<file path="config.mk">
export PLATFORM = sky130hd
export DESIGN_NAME = i2c_pad_filter
export DESIGN_NICKNAME = d
export VERILOG_FILES = /design/src/rtl/i2c_pad_filter_pkg.sv /design/src/rtl/i2c_pad_filter_line.sv /design/src/rtl/i2c_pad_filter.sv
export SDC_FILE = /design/constraint.sdc
export NUM_CORES = 1
export LEC_CHECK = 0
export CAP_MARGIN = 20
export CORE_UTILIZATION = 42
export DETAILED_ROUTE_END_ITERATION = 6
export GPL_TIMING_DRIVEN = 0
export PLACE_DENSITY_LB_ADDON = 0.2
export SYNTH_ARGS = -nofsm -noshare
export SYNTH_HDL_FRONTEND = slang
export SYNTH_SLANG_ARGS = --single-unit
</file>
<file path="constraint.sdc">
create_clock -name CLK -period 0.9 [get_ports CLK]
set_clock_uncertainty 0.05 [all_clocks]
set_input_delay 0.09 -clock CLK [delete_from_list [all_inputs] [get_ports CLK]]
set_output_delay 0.09 -clock CLK [all_outputs]
set_load 0.05 [all_outputs]
</file>
<file path="src/rtl/i2c_pad_filter_pkg.sv">
// Shared constants and helpers for the I2C pad conditioning front end.
// Optional glitch statistics are enabled with the I2C_GLITCH_STAT_EN macro.
package i2c_filt_pkg;

  // Level of an idle (released) I2C line.
  localparam logic IDLE_LVL = 1'b1;

  // Default synchroniser depth and stable-count filter length.
  localparam int DEF_SYNC_STAGES = 2;
  localparam int DEF_FILT_LEN    = 4;

  // Width of the stable counter: clog2(filt_len), never narrower than one bit.
  function automatic int cnt_w(input int filt_len);
    int w;
    w = $clog2(filt_len);
    return (w < 1) ? 1 : w;
  endfunction

endpackage

</file>
<file path="src/rtl/i2c_pad_filter_line.sv">
// One I2C line: pad synchroniser followed by a stable-count glitch filter.
// With I2C_GLITCH_STAT_EN defined, a rejection flag is also exported.
module i2c_line_filter
  import i2c_filt_pkg::*;
#(
  parameter int SYNC_STAGES = DEF_SYNC_STAGES,
  parameter int FILT_LEN    = DEF_FILT_LEN
) (
  input  logic clk,
  input  logic rst,
  input  logic pad,
  output logic filt
`ifdef I2C_GLITCH_STAT_EN
  ,
  output logic rej
`endif
);

  localparam int              CW      = cnt_w(FILT_LEN);
  localparam logic [CW-1:0]   CNT_MAX = CW'(FILT_LEN - 1);

  logic [SYNC_STAGES-1:0] sync_p0;
  logic                   s_p0;
  logic [CW-1:0]          cnt_p1;

  assign s_p0 = sync_p0[SYNC_STAGES-1];

  // Stage 0: bring the asynchronous pad into the clock domain.
  always_ff @(posedge clk) begin
    if (rst) begin
      sync_p0 <= {SYNC_STAGES{IDLE_LVL}};
    end else begin
      sync_p0 <= {sync_p0[SYNC_STAGES-2:0], pad};
    end
  end

  // Stage 1: a new level must persist FILT_LEN synced samples before it is taken.
  always_ff @(posedge clk) begin
    if (rst) begin
      filt   <= IDLE_LVL;
      cnt_p1 <= '0;
    end else if (s_p0 == filt) begin
      cnt_p1 <= '0;
    end else if (cnt_p1 == CNT_MAX) begin
      filt   <= s_p0;
      cnt_p1 <= '0;
    end else begin
      cnt_p1 <= cnt_p1 + CW'(1);
    end
  end

`ifdef I2C_GLITCH_STAT_EN
  // A pending change that collapses back to the filtered level is a rejected pulse.
  assign rej = (s_p0 == filt) && (cnt_p1 != '0);
`endif

endmodule

</file>
<file path="src/rtl/i2c_pad_filter.sv">
// I2C pad conditioning: filtered SCL/SDA, SCL edges, START/STOP and bus-busy.
// Define I2C_GLITCH_STAT_EN to add GLITCH_CLR/GLITCH_CNT rejected-pulse statistics.
module i2c_pad_filter
  import i2c_filt_pkg::*;
#(
  parameter int SYNC_STAGES = DEF_SYNC_STAGES,
  parameter int FILT_LEN    = DEF_FILT_LEN
`ifdef I2C_GLITCH_STAT_EN
  ,
  parameter int STAT_W      = 8
`endif
) (
  input  logic              CLK,
  input  logic              RST,
  input  logic              SCL_IN,
  input  logic              SDA_IN,
  output logic              SCL_F,
  output logic              SDA_F,
  output logic              SCL_RISE,
  output logic              SCL_FALL,
  output logic              START_DET,
  output logic              STOP_DET,
  output logic              BUS_BUSY
`ifdef I2C_GLITCH_STAT_EN
  ,
  input  logic              GLITCH_CLR,
  output logic [STAT_W-1:0] GLITCH_CNT
`endif
);

  logic scl_f_p1;
  logic sda_f_p1;
`ifdef I2C_GLITCH_STAT_EN
  logic scl_rej;
  logic sda_rej;
`endif

  i2c_line_filter #(
    .SYNC_STAGES (SYNC_STAGES),
    .FILT_LEN    (FILT_LEN)
  ) u_scl (
    .clk  (CLK),
    .rst  (RST),
    .pad  (SCL_IN),
    .filt (scl_f_p1)
`ifdef I2C_GLITCH_STAT_EN
    ,
    .rej  (scl_rej)
`endif
  );

  i2c_line_filter #(
    .SYNC_STAGES (SYNC_STAGES),
    .FILT_LEN    (FILT_LEN)
  ) u_sda (
    .clk  (CLK),
    .rst  (RST),
    .pad  (SDA_IN),
    .filt (sda_f_p1)
`ifdef I2C_GLITCH_STAT_EN
    ,
    .rej  (sda_rej)
`endif
  );

  // Stage 2: publish filtered levels together with their edge/condition pulses.
  always_ff @(posedge CLK) begin
    if (RST) begin
      SCL_F     <= IDLE_LVL;
      SDA_F     <= IDLE_LVL;
      SCL_RISE  <= 1'b0;
      SCL_FALL  <= 1'b0;
      START_DET <= 1'b0;
      STOP_DET  <= 1'b0;
    end else begin
      SCL_F     <= scl_f_p1;
      SDA_F     <= sda_f_p1;
      SCL_RISE  <= scl_f_p1 & ~SCL_F;
      SCL_FALL  <= ~scl_f_p1 & SCL_F;
      // SCL must be high on both sides of the SDA edge, so a joint change never counts.
      START_DET <= SCL_F & scl_f_p1 & SDA_F & ~sda_f_p1;
      STOP_DET  <= SCL_F & scl_f_p1 & ~SDA_F & sda_f_p1;
    end
  end

  // Bus ownership tracks the registered START/STOP pulses.
  always_ff @(posedge CLK) begin
    if (RST) begin
      BUS_BUSY <= 1'b0;
    end else if (START_DET) begin
      BUS_BUSY <= 1'b1;
    end else if (STOP_DET) begin
      BUS_BUSY <= 1'b0;
    end
  end

`ifdef I2C_GLITCH_STAT_EN
  logic [1:0] rej_sum;

  function automatic logic [STAT_W-1:0] sat_add(input logic [STAT_W-1:0] a,
                                                input logic [1:0]        inc);
    logic [STAT_W:0] sum;
    sum = {1'b0, a} + (STAT_W + 1)'(inc);
    return sum[STAT_W] ? {STAT_W{1'b1}} : sum[STAT_W-1:0];
  endfunction

  assign rej_sum = {1'b0, scl_rej} + {1'b0, sda_rej};

  // Saturating count of rejected pulses; clear beats a same-cycle increment.
  always_ff @(posedge CLK) begin
    if (RST || GLITCH_CLR) begin
      GLITCH_CNT <= '0;
    end else begin
      GLITCH_CNT <= sat_add(GLITCH_CNT, rej_sum);
    end
  end
`endif

endmodule

</file>
Word-level counts from Yosys, hierarchy flattened
Index checks and enable logic that the tools add are counted.

operators by class
  add/sub/neg operators = 2
  multipliers = 0
  div/mod/pow operators = 0
  order comparisons = 0
  equal/unequal tests = 4
  shift-type cells = 0
  muxes and demuxes = 2
  bitwise operators = 13
  reduce and logical (&&, ||, !) cells = 5

operators with widths
  cell                 count
  $and 1x1->1          7
  $not 1->1            6
  $reduce_or 3->1      2
  $add 2x1->2 const B  2
  $eq 2x2->1 const B   2
  $reduce_and 2->1     2
  $eq 1x1->1           2
  $mux 1               2
  $reduce_bool 2->1    1

word-level totals
  bits in registers = 17
  bits in latches = 0
  RAM bits = 0
  ROM bits = 0
  input bits = 4
  output and inout bits = 7
  logic and storage cells = 39
  memories = 0

Logic depth before layout (Yosys ltp)
  depth in word-level cells = 3
  gate-level depth with buffers = 3
  depth with buffers taken out = 3

Modules after synthesis
Synthesis repeated with hierarchy kept, for this count alone.

unflattened totals
  cells, all modules = 43
  area, all modules = 570.5 sq um

modules (own cells, without submodules)
  module           instances  cells each  area each (sq um)  seq. area each (sq um)
  i2c_line_filter  2          13          171.4              100.1
  i2c_pad_filter   1          17          227.7              140.1

Least setup slack after synthesis
No wires, ideal clock.

  kind = reg-to-reg
  start point = register SCL_F
  end point = register START_DET
  library setup time = 80 ps
  data arrival time = 982 ps
  data required time = 770 ps
  slack = -212 ps
  cell stages (with the launch flop) = 3
  path buffers = 0
  cell sequence = dfxtp_1 nand3b_1 nor3b_1

on the way
  longest elaborated chain between the ends = 3

ends and longest elaborated chain
  element                    line                  RTL
  start, declared            i2c_pad_filter.sv:17  output logic SCL_F,
  start signal, assigned     i2c_pad_filter.sv:76  SCL_F <= scl_f_p1;
  $and 1x1->1 (3 in series)  i2c_pad_filter.sv:81  START_DET <= SCL_F & scl_f_p1 & SDA_F & ~sda_f_p1;
  end signal, assigned       i2c_pad_filter.sv:81
  end, declared              i2c_pad_filter.sv:21  output logic START_DET,

No other way between the ends.
A chain may end at the register's enable or synchronous reset.

Worst setup path in the final report
  start point = register u_sda.cnt_p1[0]
  end point = register u_sda.filt

on the way
  longest elaborated chain between the ends = 2

ends and longest elaborated chain
  element                     line                       RTL
  start, declared             i2c_pad_filter_line.sv:24  logic [CW-1:0] cnt_p1;
  start signal, assigned      i2c_pad_filter_line.sv:48  cnt_p1 <= cnt_p1 + CW'(1);
  $eq 2x2->1                  i2c_pad_filter_line.sv:44  end else if (cnt_p1 == CNT_MAX) begin
  $reduce_and 2->1 (no line)  n/a
  end signal, assigned        i2c_pad_filter_line.sv:45  filt <= s_p0;
  end, declared               i2c_pad_filter_line.sv:12  output logic filt

No other way between the ends.

==> key figures <==
Outcome
  – Status: complete, but fails checks
  – Failing checks: setup timing

Clock tree
  – Max clock buf depth: 2
  – Worst-skew pair later-pin latency: 280 ps
  – CTS hold repair buffers: 0
  – TritonCTS clock tree: yes
  – CTS buffer count: 3
  – CTS H-tree depth: 1
  – Clk pin slew, worst setup/hold paths: 80 ps
  – Clock tree sinks: 17
  – CTS root buf: clkbuf_4

Global routing
  – Initial antenna violation count: 0
  – Largest net degree at the start of global routing: 11
  – First-pass GRT wire length: 1428 um
  – Global route overflow: 0
  – GRT Total Usage: 14.58%
  – Vias in the first global route: 371

Timing
  – Final setup fails: 11
  – Final hold slack: 311.1 ps
  – Slew @ Worst Pin: 298.1 ps
  – Final critical-path share of the clock period: 103.9%
  – Tmin final: 934.8 ps
  – Slew HR: 79.99%
  – RSZ-0062 raised after global routing: yes
  – Fmax: 1070 MHz
  – Final Hold Viols: 0
  – Crit path setup slack, layout: -34.81 ps
  – Max-slew violation count: 0

Synth
  – YS warnings: 0
  – Synth top area share: 61.12%
  – Mapped Nets: 51
  – Post-synth cell types: 16
  – Yosys reg bits: 17
  – Register area share after synthesis: 61.12%
  – Top post-synthesis cells by area: dfxtp_1 (61%), or2_1 (5.6%), nor4b_2 (5.4%)
  – Syn Area/Cell: 12.37 sq um
  – Syn Std Cell Area: 556.8 sq um
  – Synth area leader: dfxtp_1
  – Post-synthesis cell count: 45

Worst setup path
  – Startpoint types: flop
  – Setup CP Type: flop to flop
  – Max incr delay on CP: 360 ps
  – CP required: 1020 ps
  – Critical path peak fanout: 4
  – CP max stage cell: dfxtp_2
  – CP Cell Sequence: ha_4 -> nor2b_1 -> a211o_1
  – R2r worst-path depth: 3
  – Worst EP arrival: 1060 ps
  – Setup crit end kind: flop

Routing
  – Drt wl/cell: 10.68 um
  – TritonRoute pass-1 iters: 3
  – DRT iter0 DRCs: 4
  – ANT nets after route: 0
  – Via density: 4.753
  – Total number of vias: 366
  – Final wirelength: 822 um
  – DRC: 0

Power
  – Final Power: 0.001207 W
  – Int Power: 0.0009630 W
  – Sw Share: 20.22%
  – P_sw: 0.0002441 W
  – Static Leakage: 0.3189 nW
  – Worst VDD drop: 0.8559 mV
  – Reg power frac: 63.5%
  – Combinational share of power: 4.3%
  – Pwr dens: 1449 mW/mm^2
  – Clk pwr share: 32.2%

Floorplan
  – Total Die Area: 0.001475 sq mm
  – Row cnt: 12
  – Starting Density: 47.54%
  – Top Ports: 11
  – CORE AREA: 0.001171 sq mm
  – Die width: 38.41 um
  – Die Span Y: 38.41 um

Placement
  – Pre-CTS WS: -369.8 ps
  – Detail Placement HPWL: 573.2 um
  – Placer Congestion: 0.6398
  – PortBufs: 10

Final layout
  – ANT cells: 0
  – Fin nets: 70
  – Layout cell share with drive strength beyond 1: 55.56%
  – Layout area overhead: 49.66%
  – FILL cells: 75

Run
  – Maxcap violations: 0

Worst hold path
  – Worst min-delay path class: input port to flop
  – Hold path depth: 2
[layer usage]
layer  global-route usage, %  share of wire (%)  wire, um  vias up
met3                   3.488                3.8        31        2
met1                   14.71                 44       359      164
met4                   10.34               0.73         6        0
met5                       0                  0         0        -
met2                   25.85                 52       424       10
li1                        -                  -         -      190
[cell usage after synthesis]
master / count
a211o_1: 2
a21oi_1: 1
buf_6: 1
dfxtp_1: 17
ha_1: 2
inv_1: 2
nand2b_1: 1
nand3b_1: 1
nor2_1: 1
nor2b_1: 2
nor3b_1: 3
nor4_1: 2
nor4b_2: 2
or2_1: 5
or2_2: 1
xnor2_1: 2
[what timing repair did]
item	CTS	global route
pin swaps	2	0
gates resized for setup	56	7
setup endpoints to repair	11	18
setup buffers	3	1
[layout by cell type, fill, tap and decap left out]
cell type        Yosys  layout
xnor2_2              0       1
nor2_1               1       1
ha_4                 0       2
nand2b_1             1       1
buf_6                1       1
clkbuf_1             0       1
dfxtp_2              0      11
nor3b_1              3       3
a21oi_1              1       1
nor4b_4              0       1
dfxtp_4              0       1
nor4_1               2       1
buf_8                0       7
nor2b_2              0       1
nor4b_2              2       1
clkdlybuf4s50_1      0       3
nor2b_1              2       1
a211o_1              2       2
or2_1                5       5
xnor2_1              2       1
buf_4                0       4
or2_2                1       1
nand3b_1             1       1
dfxtp_1             17       5
inv_1                2       2
clkbuf_4             0       3
nor4_2               0       1
[state kept, by name, indices dropped and copies added (netlist names), 2 cells and up]
register,flops
u_scl.sync_p0,2
u_sda.cnt_p1,2
u_scl.cnt_p1,2
u_sda.sync_p0,2
[cell families (layout without fill, tap and decap cells)]
group | count (synthesis) | in the layout | synth area share [%]
AO/OA/AOI/OAI | 3 | 3 | 4.045
flip-flops | 17 | 17 | 61.12
AND/OR/NAND/NOR | 18 | 18 | 23.82
XOR/XNOR | 2 | 2 | 3.147
adder cells (fa/ha/maj) | 2 | 2 | 4.494
buffers and inverters | 3 | 21 | 3.371
[path summary, 6_finish.rpt]
path / start / end / slack [ps]
min reg2reg: u_scl.sync_p0[0]$_SDFF_PP1_ / u_scl.sync_p0[1]$_SDFF_PP1_ / 370
max reg2reg: u_sda.cnt_p1[0]$_SDFF_PP0_ / u_sda.filt$_SDFFE_PP1P_ / -30
max: u_sda.cnt_p1[0]$_SDFF_PP0_ / u_sda.filt$_SDFFE_PP1P_ / -30
min: SDA_IN / u_sda.sync_p0[0]$_SDFF_PP1_ / 310
[stage by stage]
step | utilization [%] | cell area (sq um) | std cells | TNS [ps]
2_1_floorplan | - | 595.6 | 45 | 0
3_3_place_gp | 60.90 | 713.2 | 69 | -5792
3_5_place_dp | 60.90 | 713.2 | 69 | -6298
4_1_cts | 68.59 | 803.3 | 76 | -204.2
5_1_grt | 71.15 | 833.3 | 77 | -652.9
6_report | 71.15 | 833.3 | 77 | -154.2
[worst max-delay path: cells and delay by family (launching register included)]
family / cells / cell delay [ps]
adder cells (fa/ha/maj): 1 / 160
flip-flops: 1 / 360
AND/OR/NAND/NOR: 1 / 50
AO/OA/AOI/OAI: 1 / 220
[cell type report]
type                            instances  area (sq um)  area share [%]
Sequential cell                        17         357.8           42.94
Multi-Input combinational cell         25         247.7           29.73
Timing Repair Buffer                   14         165.2           19.82
Clock buffer                            4         26.28           3.153
Tap cell                               14         17.52           2.102
Buffer                                  1         11.26           1.351
Inverter                                2         7.507          0.9009
[power groups by stage]
stage	Combinational [W]	Clock, W	Sequential (W)
after floorplan	0.0000242	0	0.000783
after global placement	0.0000425	0	0.000783
after detailed placement	0.0000451	0	0.000784
after CTS	0.0000515	0.000400	0.000766
after global routing	0.0000575	0.000432	0.000767
final	0.0000525	0.000388	0.000766
(Power assumes the default switching activity.)
